### config.mk
export PLATFORM = sky130hd
export DESIGN_NAME = ysyx_040750_hazard_unit
export DESIGN_NICKNAME = d
export VERILOG_FILES = /design/src/rtl/ysyx_040750_hazard_unit.sv
export SDC_FILE = /design/constraint.sdc
export NUM_CORES = 1
export LEC_CHECK = 0
export CORE_MARGIN = 1
export CORE_UTILIZATION = 50
export DETAILED_ROUTE_END_ITERATION = 10
export GPL_TIMING_DRIVEN = 0
export PLACE_DENSITY = 0.78
export RECOVER_POWER = 50
export SLEW_MARGIN = 5
export SYNTH_ARGS = -nofsm -noshare
export SYNTH_HDL_FRONTEND = slang
export SYNTH_SLANG_ARGS = --single-unit
export TNS_END_PERCENT = 30
### constraint.sdc
create_clock -name I_sys_clk -period 4.63 [get_ports I_sys_clk]
set_clock_uncertainty 0.15 [all_clocks]
set_input_delay 1.389 -clock I_sys_clk [delete_from_list [all_inputs] [get_ports I_sys_clk]]
set_output_delay 1.389 -clock I_sys_clk [all_outputs]
set_load 0.01 [all_outputs]
### src/rtl/ysyx_040750_hazard_unit.sv
// Load-use and forwarding-match tracker for the 5-stage pipeline (ID_EX, EX_MEM, MEM_WB, WB slots).
// Optional event counters are enabled with `define YSYX_040750_HAZARD_STAT_EN.
module ysyx_040750_hazard_unit #(
    parameter int REG_AW    = 5,
    parameter int NREG_ZERO = 0
) (
    input  logic              I_sys_clk,
    input  logic              I_rst,
    input  logic              I_ID_valid,
    input  logic [REG_AW-1:0] I_ID_rs1,
    input  logic [REG_AW-1:0] I_ID_rs2,
    input  logic              I_ID_rs1_use,
    input  logic              I_ID_rs2_use,
    input  logic [REG_AW-1:0] I_ID_rd,
    input  logic              I_ID_reg_wen,
    input  logic              I_ID_is_load,
    input  logic              I_pipe_hold,
    input  logic              I_flush,
    output logic [1:0]        O_EX_stall,
    output logic [1:0]        O_MEM_stall,
    output logic [1:0]        O_WB_stall,
    output logic              O_EX_reg_wen,
    output logic              O_MEM_reg_wen,
    output logic              O_WB_reg_wen,
    output logic              O_IF_ID_hold,
    output logic              O_ID_EX_bubble
`ifdef YSYX_040750_HAZARD_STAT_EN
    ,
    output logic [31:0]       O_lu_stall_cnt,
    output logic [31:0]       O_fwd_cnt
`endif
);

    localparam logic [REG_AW-1:0] ZERO = REG_AW'(NREG_ZERO);

    // Slot k: 0 = ID_EX, 1 = EX_MEM, 2 = MEM_WB, 3 = WB
    logic [3:0]        vld_q;
    logic [3:0]        wen_q;
    logic [3:0]        ld_q;
    logic [REG_AW-1:0] rd_q [4];

    logic [1:0] ex_stall_q, mem_stall_q, wb_stall_q;
    logic [1:0] ex_stall_d, mem_stall_d, wb_stall_d;
    logic       flush_pend_q;

    logic [2:0] hit1, hit2;
    logic       advance, flush_eff, load_use, bubble, kill;

    function automatic logic hit(input logic use_i, input logic [REG_AW-1:0] rs,
                                 input logic [REG_AW-1:0] rd, input logic wen,
                                 input logic vld);
        return use_i & (rs != ZERO) & (rs == rd) & wen & vld;
    endfunction

    always_comb begin
        hit1 = '0;
        hit2 = '0;
        for (int k = 0; k < 3; k++) begin
            hit1[k] = hit(I_ID_rs1_use, I_ID_rs1, rd_q[k], wen_q[k], vld_q[k]);
            hit2[k] = hit(I_ID_rs2_use, I_ID_rs2, rd_q[k], wen_q[k], vld_q[k]);
        end
    end

    // A flush seen while frozen is remembered so it lands on the first advancing edge.
    assign advance   = ~I_pipe_hold;
    assign flush_eff = I_flush | flush_pend_q;
    assign load_use  = vld_q[0] & ld_q[0] & wen_q[0] & (hit1[0] | hit2[0]);
    assign bubble    = load_use & ~flush_eff;
    assign kill      = bubble | flush_eff;

    assign O_IF_ID_hold   = bubble;
    assign O_ID_EX_bubble = bubble;

    // A load in ID_EX can never forward from EX_MEM; the bubble re-aligns it to MEM.
    always_comb begin
        ex_stall_d  = '0;
        mem_stall_d = '0;
        wb_stall_d  = '0;
        if (!kill) begin
            ex_stall_d  = {hit1[0] & ~ld_q[0], hit2[0] & ~ld_q[0]};
            mem_stall_d = {hit1[1], hit2[1]};
            wb_stall_d  = {hit1[2], hit2[2]};
        end
    end

    always_ff @(posedge I_sys_clk or posedge I_rst) begin
        if (I_rst) begin
            vld_q        <= '0;
            ex_stall_q   <= '0;
            mem_stall_q  <= '0;
            wb_stall_q   <= '0;
            flush_pend_q <= 1'b0;
        end else if (advance) begin
            vld_q        <= {vld_q[2], vld_q[1], vld_q[0] & ~flush_eff, I_ID_valid & ~kill};
            ex_stall_q   <= ex_stall_d;
            mem_stall_q  <= mem_stall_d;
            wb_stall_q   <= wb_stall_d;
            flush_pend_q <= 1'b0;
        end else if (I_flush) begin
            flush_pend_q <= 1'b1;
        end
    end

    // Slot payload is qualified by vld_q, so it needs no reset.
    always_ff @(posedge I_sys_clk) begin
        if (advance) begin
            rd_q[0] <= I_ID_rd;
            rd_q[1] <= rd_q[0];
            rd_q[2] <= rd_q[1];
            rd_q[3] <= rd_q[2];
            wen_q   <= {wen_q[2:0], I_ID_reg_wen};
            ld_q    <= {ld_q[2:0], I_ID_is_load};
        end
    end

    assign O_EX_stall    = ex_stall_q;
    assign O_MEM_stall   = mem_stall_q;
    assign O_WB_stall    = wb_stall_q;
    assign O_EX_reg_wen  = vld_q[1] & wen_q[1] & (rd_q[1] != ZERO);
    assign O_MEM_reg_wen = vld_q[2] & wen_q[2] & (rd_q[2] != ZERO);
    assign O_WB_reg_wen  = vld_q[3] & wen_q[3] & (rd_q[3] != ZERO);

`ifdef YSYX_040750_HAZARD_STAT_EN
    logic [31:0] lu_cnt_q, fwd_cnt_q;
    logic        fwd_any;

    assign fwd_any = |{ex_stall_q, mem_stall_q, wb_stall_q};

    always_ff @(posedge I_sys_clk or posedge I_rst) begin
        if (I_rst) begin
            lu_cnt_q  <= '0;
            fwd_cnt_q <= '0;
        end else if (advance) begin
            if (bubble && (lu_cnt_q != '1))
                lu_cnt_q <= lu_cnt_q + 32'd1;
            if (fwd_any && (fwd_cnt_q != '1))
                fwd_cnt_q <= fwd_cnt_q + 32'd1;
        end
    end

    assign O_lu_stall_cnt = lu_cnt_q;
    assign O_fwd_cnt      = fwd_cnt_q;
`endif

endmodule

==> results of run 1 <==
[per-layer routing]
metal  up-vias  wire length [um]  global-route usage
li1        544                 -                   -
met1       542              1359              0.2532
met2        29              1751              0.3714
met3         4               131             0.05411
met4         0                45             0.09302
met5         -                 0                   0
[metrics by stage]
stage / TNS (ns) / cells
6_report: 0 / 211
5_1_grt: 0 / 211
4_1_cts: 0 / 210
3_5_place_dp: -1.579 / 200
3_3_place_gp: -1.505 / 200
2_1_floorplan: 0 / 122
[cells in the final DEF (no fill, tap or decap), types with 2 or more instances in the layout]
master           count
edfxtp_1            25
xnor2_1             21
nand2_1             12
dfrtp_1             11
dlygate4sd3_1       10
clkdlybuf4s50_1     10
nand4_1              6
xor2_1               6
o31ai_1              6
clkbuf_4             5
buf_2                5
clkdlybuf4s15_2      5
nor2_1               4
buf_4                4
or4_4                3
or4_1                3
xnor2_2              3
nor3_1               3
o21ai_2              2
inv_1                2
clkbuf_1             2
mux2_2               2
a21oi_1              2
or4_2                2
[cell families after synthesis]
family          count (synthesis)  share of synthesized area
compound gates                 15                    0.08421
xor+xnor                       30                     0.1579
buf+inv                         4                    0.01128
flops                          36                     0.6165
mux                             2                    0.01353
simple gates                   35                     0.1165
[flip-flops by register name, indices dropped and copies added, names as in the netlist]
register      count
rd_q             20
vld_q             4
wen_q             4
O_EX_stall        2
O_MEM_stall       2
O_WB_stall        2
flush_pend_q      1
ld_q              1
[where the power goes]
| group | switching [mW] | internal (mW) | total, mW |
|---|---|---|---|
| sequential | 0.0170 | 0.366 | 0.383 |
| combinational | 0.0344 | 0.0392 | 0.0736 |
| clock | 0.0998 | 0.0743 | 0.174 |
| total | 0.151 | 0.480 | 0.631 |
[worst max-delay path, stage by stage]
cell and delay (ns):
clkdlybuf4s15_2 0.25, or4_4 0.15, o21ai_2 0.06, or4_4 0.56
a2111oi_4 0.33, buf_4 0.17, buf_6 0.09
[timing repair]
item                                    in CTS  in global routing
gates resized for setup                     44                  7
gates cloned                                 0                  0
endpoints found under the setup margin       2                  1
setup buffers                                2                  1
pin swaps                                    8                  3
[final timing paths]
path                        startpoint            end  cells after the start
setup / recovery           I_ID_rs2[4]   O_IF_ID_hold                      7
hold / removal                wen_q[2]       wen_q[3]                      0
setup reg to reg            rd_q[0][0]  O_WB_stall[0]                      6
hold reg to reg               wen_q[2]       wen_q[3]                      0
max in group asynchronous        I_rst       vld_q[2]                      2
min in group asynchronous        I_rst  O_EX_stall[0]                      2
[Yosys cell counts (2+ instances only)]
master	n
dfrtp_1	11
mux2_2	2
a21oi_1	2
or4_2	2
xor2_1	6
o21ai_2	2
o31ai_1	6
nand2_1	12
nor2_1	4
or4_4	2
edfxtp_1	25
xnor2_1	24
nor3_1	3
or4_1	4
nand4_1	6
inv_1	2
[layout make-up]
cell class	count	area, sq um	share of cell area
buffer	2	11.26	0.005239
clock buffer	7	55.05	0.02561
clock inverter	1	7.507	0.003492
inverter	2	7.507	0.003492
multi-input combinational	82	645.6	0.3003
sequential	36	1026	0.4773
tap	44	55.05	0.02561
timing repair buffer	37	341.6	0.1589
==> out/qor.yml, run 1 <==
finish:
  diodes: 0
  final_util: 0.6927
  fin_nets: 190
  final_cell_area_sq_um: 2150
  num-fill-cells: 233
  layout-drive-gt1-share: 0.2216
  area_growth_pct: 29.17
logic_synthesis:
  synth_top_area_cell: "edfxtp_1"
  ys_ff_latch: 36
  syn-num-nets: 146
  synthCells: 122
  ys_seq_area_frac: 0.6165
  synth_top_cell_area_share: 0.4511
  async_reset_ff_frac: 0.3056
  synthFlopType: "edfxtp_1"
  synth_area_sq_um: 1664
  synth_edf_count: 25
  ys_types: 25
  yosysWarnings: 0
  yosys-top-cells-area: "edfxtp_1, dfrtp_1, xnor2_1, xor2_1, nand2_1"
  synth_area_per_cell_sq_um: 13.64
global_routing:
  antenna_found_initial: 0
  grt_pass1_wl_mm: 5.313
  grt_max_degree: 28
  overflow: 0
  grt_usage: 0.2152
  grt_pass1_vias: 1153
route:
  routed_wl_mm: 3.287
  routedWlPerCell_um: 15.58
  vias: 1119
  drt_iter0_drc: 20
  antenna_left: 0
  viasPerCell: 5.303
  drcViolationCount: 0
  dr.pass1.iters: 4
clock_network:
  htreeDepth: 2
  clock-sinks: 36
  cts_buffers: 5
  clkTransAtPathRegs_ns: 0.10
  cts_root_buf: "clkbuf_4"
  holdBufCountCts: 0
  clockBufferDepth: 2
  clock_latency_ns: 0.34
  cts_tree: "built"
floorplanning:
  fp.dieW_um: 59.69
  initial_core_util: 0.5363
  ioPinCount: 35
  core_area_sq_um: 3103
  die_area_sq_um: 3563
  fp.dieH_um: 59.69
  rows: 20
power_and_ir_drop:
  leakage_nw: 0.7763
  peakVddDrop_mv: 0.1884
  p_total_mw: 0.6308
  power.density_nw_per_um2: 293.5
worst_setup_path:
  cp-start-kind: "input pin"
  crit_fanout: 4
  cp.arrival_ns: 3.00
  r2r_setup_slack_ns: 2.58
  path_class: "input pin to output port"
  crit_required_ns: 3.09
  crit_path_end_kind: "output port"
sta:
  setup_violations: 0
  worst_pin_slew_ns: 0.9724
  hold_violations: 0
  fin_crit_ns: 4.539
  finalCritPeriodShare: 0.9804
  fmax_mhz: 220.3
  worst_slack_ns: 0.09086
  rsz0062_at_grt: "false"
  whs_ns: 0.3168
  drv_slew: 0
  slew_headroom: 0.3510
place:
  port_buffers: 34
  dp_hpwl_mm: 2.505
  post_dp_cell_area_sq_um: 2059
  dp_slack_ns: -0.8346
  place.gp.congestion: 0.8998
hold_path:
  hold_path_class: "flip-flop to flip-flop"
run_status:
  outcome: "complete, no violations"
run:
  maxCapViolations: 0
Power figures use the tool's default switching activity.
==> inputs of run 2 (changes only) <==
CTS_CLUSTER_DIAMETER = 100   (was not set)
==> results of run 2 <==
Same layout as run 1: the final DEF is identical, and so are final timing and power.
==> inputs of run 3 (changes only) <==
GPL_ROUTABILITY_DRIVEN = 0   (was not set)
==> results of run 3 <==
Same layout as run 1: the final DEF is identical, and so are final timing and power.
